`src/rtl/pong_game_ctrl.sv`:
```
// Pong game sequencer: serve timing, paddle hit/miss at edge columns, speed-up, scoring, win detect.
// All outputs registered (one clk after the tick decision); no backpressure, evaluated on tick strobes.
module pong_game_ctrl #(
  parameter int SERVE_TICKS      = 1000,
  parameter int POINT_TICKS      = 500,
  parameter int WIN_SCORE        = 9,
  parameter int PADDLE_H         = 3,
  parameter int SPEED_INIT       = 4,
  parameter int SPEED_MAX        = 15,
  parameter int HITS_PER_SPEEDUP = 4
) (
  input  logic              clk,
  input  logic              reset,
  input  logic              tick,
  input  logic              start,
  input  logic [3:0]        ball_x,
  input  logic [3:0]        ball_y,
  input  logic [3:0]        lpad_y,
  input  logic [3:0]        rpad_y,
  output logic              ball_hold,
  output logic signed [4:0] ball_speed,
  output logic              bounce_x,
  output logic [3:0]        score_l,
  output logic [3:0]        score_r,
  output logic [2:0]        state
);

  localparam logic [2:0] IDLE  = 3'd0;
  localparam logic [2:0] SERVE = 3'd1;
  localparam logic [2:0] PLAY  = 3'd2;
  localparam logic [2:0] POINT = 3'd3;
  localparam logic [2:0] OVER  = 3'd4;

  localparam int TW = 16;
  localparam logic [TW-1:0] SERVE_LD = TW'(SERVE_TICKS);
  localparam logic [TW-1:0] POINT_LD = TW'(POINT_TICKS);
  localparam logic [3:0]    WIN      = 4'(WIN_SCORE);
  localparam logic [5:0]    PAD_H    = 6'(PADDLE_H);
  localparam logic [4:0]    SPD_INIT = 5'(SPEED_INIT);
  localparam logic [4:0]    SPD_MAX  = 5'(SPEED_MAX);
  localparam logic [7:0]    HITS_N   = 8'(HITS_PER_SPEEDUP);

  logic          start_q, serve_dir;
  logic [TW-1:0] timer;
  logic [7:0]    hits;

  logic [2:0]    state_n;
  logic [TW-1:0] timer_n;
  logic [7:0]    hits_n, hits_inc;
  logic          dir_n, bounce_n, hold_n;
  logic [4:0]    speed_n, spd_mag, mag_hit;
  logic [3:0]    score_l_n, score_r_n;
  logic          start_rise, timer_exp, speedup;
  logic          left_edge, right_edge, lhit, rhit;

  always_comb begin
    start_rise = start & ~start_q;
    timer_exp  = (timer <= TW'(1));
    spd_mag    = ball_speed[4] ? (~ball_speed + 5'd1) : ball_speed;
    hits_inc   = hits + 8'd1;
    speedup    = (hits_inc >= HITS_N);
    mag_hit    = (speedup && (spd_mag < SPD_MAX)) ? spd_mag + 5'd1 : spd_mag;
    // 6-bit compare so a paddle near the bottom row cannot wrap around
    lhit       = ({2'b0, ball_y} >= {2'b0, lpad_y}) && ({2'b0, ball_y} < ({2'b0, lpad_y} + PAD_H));
    rhit       = ({2'b0, ball_y} >= {2'b0, rpad_y}) && ({2'b0, ball_y} < ({2'b0, rpad_y} + PAD_H));
    left_edge  = tick && (ball_x == 4'd0) && ball_speed[4];
    right_edge = tick && (ball_x == 4'hF) && !ball_speed[4] && (ball_speed != 5'sd0);

    state_n   = state;
    timer_n   = timer;
    hits_n    = hits;
    dir_n     = serve_dir;
    speed_n   = ball_speed;
    bounce_n  = 1'b0;
    score_l_n = score_l;
    score_r_n = score_r;

    case (state)
      IDLE, OVER: begin
        speed_n = 5'd0;
        if (start_rise) begin
          state_n   = SERVE;
          score_l_n = 4'd0;
          score_r_n = 4'd0;
          dir_n     = 1'b1;
          timer_n   = SERVE_LD;
        end
      end
      SERVE: begin
        speed_n = 5'd0;
        if (tick) begin
          if (timer_exp) begin
            state_n = PLAY;
            hits_n  = 8'd0;
            speed_n = serve_dir ? SPD_INIT : (~SPD_INIT + 5'd1);
          end else begin
            timer_n = timer - TW'(1);
          end
        end
      end
      PLAY: begin
        if (left_edge) begin
          if (lhit) begin
            speed_n  = mag_hit;
            bounce_n = 1'b1;
            hits_n   = speedup ? 8'd0 : hits_inc;
          end else begin
            score_r_n = (score_r == 4'hF) ? score_r : score_r + 4'd1;
            dir_n     = 1'b0;
            speed_n   = 5'd0;
            timer_n   = POINT_LD;
            state_n   = POINT;
          end
        end else if (right_edge) begin
          if (rhit) begin
            speed_n  = ~mag_hit + 5'd1;
            bounce_n = 1'b1;
            hits_n   = speedup ? 8'd0 : hits_inc;
          end else begin
            score_l_n = (score_l == 4'hF) ? score_l : score_l + 4'd1;
            dir_n     = 1'b1;
            speed_n   = 5'd0;
            timer_n   = POINT_LD;
            state_n   = POINT;
          end
        end
      end
      POINT: begin
        speed_n = 5'd0;
        if (tick) begin
          if (timer_exp) begin
            if ((score_l == WIN) || (score_r == WIN)) begin
              state_n = OVER;
            end else begin
              state_n = SERVE;
              timer_n = SERVE_LD;
            end
          end else begin
            timer_n = timer - TW'(1);
          end
        end
      end
      default: begin
        state_n = IDLE;
        speed_n = 5'd0;
      end
    endcase

    hold_n = (state_n == IDLE) || (state_n == SERVE);
  end

  always_ff @(posedge clk or posedge reset) begin
    if (reset) begin
      state      <= IDLE;
      ball_hold  <= 1'b1;
      ball_speed <= 5'sd0;
      bounce_x   <= 1'b0;
      score_l    <= 4'd0;
      score_r    <= 4'd0;
      start_q    <= 1'b0;
      serve_dir  <= 1'b1;
      timer      <= '0;
      hits       <= 8'd0;
    end else begin
      state      <= state_n;
      ball_hold  <= hold_n;
      ball_speed <= $signed(speed_n);
      bounce_x   <= bounce_n;
      score_l    <= score_l_n;
      score_r    <= score_r_n;
      start_q    <= start;
      serve_dir  <= dir_n;
      timer      <= timer_n;
      hits       <= hits_n;
    end
  end

endmodule

```
`config.mk`:
```
export PLATFORM = sky130hd
export DESIGN_NAME = pong_game_ctrl
export DESIGN_NICKNAME = d
export VERILOG_FILES = /design/src/rtl/pong_game_ctrl.sv
export SDC_FILE = /design/constraint.sdc
export NUM_CORES = 1
export LEC_CHECK = 0
export CORE_MARGIN = 2
export CORE_UTILIZATION = 35
export DETAILED_ROUTE_END_ITERATION = 10
export MAX_ROUTING_LAYER = met4
export PLACE_DENSITY = 0.52
export SLEW_MARGIN = 20
export SYNTH_ARGS = -nofsm -noshare
export SYNTH_HDL_FRONTEND = slang
export SYNTH_SLANG_ARGS = --single-unit
```
`constraint.sdc`:
```
create_clock -name clk -period 3.73 [get_ports clk]
set_clock_uncertainty 0.2 [all_clocks]
set_input_delay 0.5595 -clock clk [delete_from_list [all_inputs] [get_ports clk]]
set_output_delay 0.5595 -clock clk [all_outputs]
set_load 0.03 [all_outputs]
```
# --- Word-level counts from Yosys, hierarchy flattened ---
# Cells that the tools add are included.
op_classes:
  n_reduce_logical: 24
  n_mux: 61
  addsub: 9
  eq_ne: 28
  n_lt_le_gt_ge: 7
  n_bitwise: 4
op_table:
  columns: ["cell", "count"]
  rows:
  - ["$mux 16", 10]
  - ["$pmux 16 s4", 1]
  - ["$mux 8", 7]
  - ["$mux 5", 9]
  - ["$mux 4", 8]
  - ["$mux 3", 10]
  - ["$ne 2x2->1 const B", 12]
  - ["$eq 4x4->1 const B", 5]
  - ["$ne 3x3->1 const B", 6]
  - ["$le 16x1->1 const B", 1]
  - ["$pmux 4 s2", 2]
  - ["$pmux 8 s2", 1]
  - ["$sub 16x1->16 const B", 1]
  - ["$add 5x1->5 const B", 3]
  - ["$pmux 3 s4", 1]
  - ["$reduce_and 6->1", 2]
  - ["$add 4x2->5 const B", 2]
  - ["$lt 4x5->1", 2]
  - ["$mux 1", 10]
  - ["$not 5->5", 2]
  - ["$pmux 5 s2", 1]
  - ["$reduce_and 5->1", 2]
  - ["$reduce_and 9->1", 1]
  - ["$add 4x1->4 const B", 2]
  - ["other kinds (19)", 32]
totals:
  output_inout_bits: 18
  regBits: 44
  word_cells: 143

# --- Longest topological paths before layout ---
logic_depth:
  depth_word: 12
  depth_mapped: 14

# --- Worst setup path after synthesis ---
# Ideal clock, no wire load.
synth_path:
  path_kind: "register to register"
  from: "register ball_speed[0]"
  to: "register ball_speed[2]"
  path_slack_ns: 0.489
  n_path_buf: 1
  arrival_time_ns: 2.959
  setup_time_ns: 0.082
  stages_incl_launch_ff: 15
  cell_sequence: "dfrtp_1 > clkbuf_1 > inv_1 > ha_1 > and2_1 > a41oi_1 > nor2_1 > nor3_4 > mux2i_1 > ha_1 > nor2_1 > xnor2_1 > xnor2_1 > nand2_1 > a31oi_1"
synth_between:
  elab_chain_len: 12
  word_cells_on_any_way: 17
  classes_between: "add/sub: 3; order compare: 1; eq/ne: 1; mux: 7; bitwise: 2; reduce/logical: 3"
synth_rtl:
  columns: ["item", "line", "text"]
  rows:
  - ["start: declaration", "21", "output logic signed [4:0] ball_speed,"]
  - ["start signal: assignment", "167", "ball_speed <= $signed(speed_n);"]
  - ["$not 5->5", "59", "spd_mag = ball_speed[4] ? (~ball_speed + 5'd1) : ball_speed;"]
  - ["$add 5x1->5", "59", null]
  - ["$mux 5", "59", null]
  - ["$lt 5x4->1", "62", "mag_hit = (speedup && (spd_mag < SPD_MAX)) ? spd_mag + 5'd1 : spd_mag;"]
  - ["$logic_and 1x1->1", "62", null]
  - ["$mux 5", "62", null]
  - ["$not 5->5", "116", "speed_n = ~mag_hit + 5'd1;"]
  - ["$add 5x1->5", "116", null]
  - ["$mux 5", "115", "if (rhit) begin"]
  - ["$mux 5", "114", "end else if (right_edge) begin"]
  - ["$mux 5", "102", "if (left_edge) begin"]
  - ["$pmux 5 s2", "78", "case (state)"]
# Parallel ways exist; a longest one is shown, timed or not. The select of a mux whose other input is x is not followed.
# A chain may end at the register's enable or synchronous reset.

# --- Final worst setup path ---
layout_path:
  from: "input lpad_y[0]"
  to: "register timer[1]"
layout_between:
  elab_chain_len: 5
  word_cells_on_any_way: 6
  classes_between: "add/sub: 1; order compare: 2; eq/ne: 1; reduce/logical: 2"
layout_rtl:
  columns: ["item", "line", "text"]
  rows:
  - ["start: declaration", "18", "input logic [3:0] lpad_y,"]
  - ["$add 4x2->5", "64", "lhit = ({2'b0, ball_y} >= {2'b0, lpad_y}) && ({2'b0, ball_y} < ({2'b0, lpad_y} + PAD_H));"]
  - ["$lt 4x5->1", "64", null]
  - ["$logic_and 1x1->1 *", "64", null]
  - ["$ne 3x3->1 (no line) *", null, null]
  - ["$reduce_and 9->1 (no line) *", null, null]
  - ["end signal: assignment", "173", "timer <= timer_n;"]
  - ["end: declaration", "44", "logic [TW-1:0] timer;"]
# Mark *: on every way between the ends. The rest lies on a longest branch, timed or not.

==> flow_metrics.env <==
export IMPL_final_nets=477
export IMPL_drtAntennaViolNets=0
export IMPL_multi_input_area_um2=2220
export IMPL_start_util=0.357
export IMPL_syn_nets=436
export IMPL_die_w_um=103
export IMPL_wl_per_cell_um=15.2
export IMPL_path_cells="clkdlybuf4s50_1 -> inv_1 -> ha_1 -> ha_1 -> nor2b_1 -> o211ai_1 -> a22oi_1 -> o22ai_4 -> a311o_4 -> or3_1 -> o21ai_0"
export IMPL_cellPowerDensity_nw_per_um2=330
export IMPL_mostFrequentLayoutCells="dfrtp_1 (42), clkdlybuf4s50_1 (37), nor2_1 (32)"
export IMPL_ff_latch_area_um2=1100
export IMPL_path_class="in2reg"
export IMPL_async_flop_share=1.00
export IMPL_ir_drop_v=0.000207
export IMPL_setup_violations=0
export IMPL_numPortBuffers=37
export IMPL_slew_headroom=0.458
export IMPL_cts_hold_buf=0
export IMPL_startpoint_type="input port"
export IMPL_clk_insertion_delay_late_ns=0.31
export IMPL_cts_tree="done"
export IMPL_place_hpwl_mm=6.41
export IMPL_hold_viol_final=0
export IMPL_ys_flop_type="dfrtp_1"
export IMPL_combPwrFrac=0.268
export IMPL_syn_area_um2=3460
export IMPL_max_freq_ghz=0.290
export IMPL_maxCapViolCount=0
export IMPL_post_cts_resized=0
export IMPL_final_max_slew_viol_count=0
export IMPL_vias=3031
export IMPL_period_share=0.923
export IMPL_seq_power_share=0.440
export IMPL_switchingPower_mw=0.476
export IMPL_die_area_um2=10700
export IMPL_drive_gt1_frac=0.107
export IMPL_dr_pass1_iters=4
export IMPL_clk_pin_slew_ns=0.09
export IMPL_drc=0
export IMPL_cp_top_family="compound AO/OA/AOI/OAI gates"
export IMPL_tightest_slew_ns=0.813
export IMPL_cp_slowest_cell="clkdlybuf4s50_1"
export IMPL_grt_use_total=0.180
export IMPL_antenna_found_initial=0
export IMPL_cp_num_buf_inv=2
export IMPL_hold_class="reg2reg"
export IMPL_p_sw_frac=0.350
export IMPL_internal_power_mw=0.885
export IMPL_fillCellCount=995
export IMPL_syn_avg_cell_area_um2=8.92
export IMPL_cts_buffers=5
export IMPL_power_share_clock=0.293
export IMPL_area_growth_pct=19.0
export IMPL_die_y_um=103
export IMPL_root_buffer="clkbuf_8"
export IMPL_core_um2=9680
export IMPL_htreeDepth=2
export IMPL_hold_ws_ns=0.310
export IMPL_vias_per_cell=5.38
export IMPL_end_kind="register"
export IMPL_status="complete, no violations"
export IMPL_final_core_util=0.425
export IMPL_cp_data_arrival_time_ns=3.47
export IMPL_crit_top_cell="ha_1"
export IMPL_critPathRequiredTime_ns=3.76
export IMPL_grt_pass1_vias=3008
export IMPL_syn_inst=388
export IMPL_grt_max_degree=45
export IMPL_design_area_um2=4120
export IMPL_seq_area_frac_synth=0.319
export IMPL_gp_congestion=0.827
export IMPL_synth_edff_count=0
export IMPL_grt_ovfl_total=0
export IMPL_dpl_cell_area_um2=4000
export IMPL_ys_types=75
export IMPL_rows=36
export IMPL_rsz0062_at_grt="false"
export IMPL_path_max_fanout=15
export IMPL_drtIter0Drc=169
export IMPL_final_common_cell="dfrtp_1"
export IMPL_yosysWarnings=0
export IMPL_clk_path_buf_depth=2
export IMPL_grt_pass1_wl_mm=14.7
export IMPL_ios=38
export IMPL_slowest_delay_ns=0.50
export IMPL_postCtsSetupRepairBufs=0
export IMPL_yosys_register_bits=44
export IMPL_finalCriticalPeriod_ns=3.44
export IMPL_numClockSinks=44
export IMPL_antennaDiodeCount=0
export IMPL_drt_wl_total_mm=8.55
export IMPL_power_static_leakage_nw=1.71
[registers in the layout (all words and copies together), names as in the netlist]
| signal | count |
|---|---|
| timer | 16 |
| hits | 8 |
| ball_speed | 5 |
| score_l | 4 |
| score_r | 4 |
| state | 3 |
| ball_hold | 1 |
| bounce_x | 1 |
| serve_dir | 1 |
| start_q | 1 |
[cells by family (layout without fill, tap and decap cells)]
group           Yosys count  in the layout  synth area share
compound gates          116            116             0.237
mux                       6              6            0.0184
simple gates            144            144             0.237
fa+ha+maj                28             28             0.101
flops                    44             44             0.319
buf+inv                  32             74            0.0398
xor+xnor                 18             18            0.0477
[layout make-up]
cell class                 count  area share
sequential                    44       0.268
inverter                      20      0.0185
clock inverter                 3      0.0112
multi-input combinational    312       0.539
clock buffer                   5      0.0167
timing repair buffer          46       0.106
tap                          133      0.0404
[synthesized netlist by cell type, types with 7 or more instances]
cell / number / share of area
dfrtp_1: 42 / 0.30
nor2_1: 32 / 0.035
nand2_1: 31 / 0.034
ha_1: 28 / 0.10
o21ai_0: 28 / 0.040
a21oi_1: 22 / 0.032
inv_1: 20 / 0.022
nand3_1: 13 / 0.019
xnor2_1: 12 / 0.030
nor2b_1: 11 / 0.020
nor3_1: 11 / 0.016
buf_2: 8 / 0.012
or3_1: 8 / 0.014
nand2b_1: 7 / 0.013
[worst min-delay path, delay by kind of cell (launching register included)]
kind	cells	cell delay, ns
AO/OA/AOI/OAI	2	0.14
flip-flops	1	0.35
[routing by layer]
layer | GRT usage | wire length, um | vias up
met5 | - | 0 | -
met4 | 0.0425 | 91 | 0
met3 | 0.0222 | 216 | 7
met2 | 0.284 | 3890 | 46
met1 | 0.247 | 4350 | 1472
li1 | - | - | 1506
[through the flow]
step / TNS [ns] / std cells / total power [mW] / setup WS, ns
2_1_floorplan: 0 / 388 / 0.861 / 0.489
3_3_place_gp: 0 / 555 / 0.969 / 0.0684
3_5_place_dp: -0.0586 / 555 / 0.973 / -0.0586
4_1_cts: 0 / 563 / 1.37 / 0.270
5_1_grt: 0 / 563 / 1.46 / 0.0838
6_report: 0 / 563 / 1.36 / 0.285
[power by group through the flow]
stage	Clock (mW)	Combinational, mW	Sequential (mW)
after detailed placement	0	0.367	0.606
after global placement	0	0.361	0.607
after global routing	0.433	0.419	0.610
after floorplan	0	0.269	0.592
after CTS	0.409	0.368	0.598
final	0.398	0.364	0.598
[final timing paths]
| kind | slack [ns] | to | cells past startpoint | start |
|---|---|---|---|---|
| setup reg to reg | 0.56 | ball_speed[2] | 13 | ball_speed[0] |
| hold / removal | 0.31 | timer[15] | 2 | timer[15] |
| min in group asynchronous | 0.48 | hits[6] | 2 | reset |
| max in group asynchronous | 2.35 | state[0] | 2 | reset |
| hold reg to reg | 0.31 | timer[15] | 2 | timer[15] |
| setup / recovery | 0.29 | timer[1] | 11 | lpad_y[0] |
No activity file was read; power rests on OpenSTA's default activity.
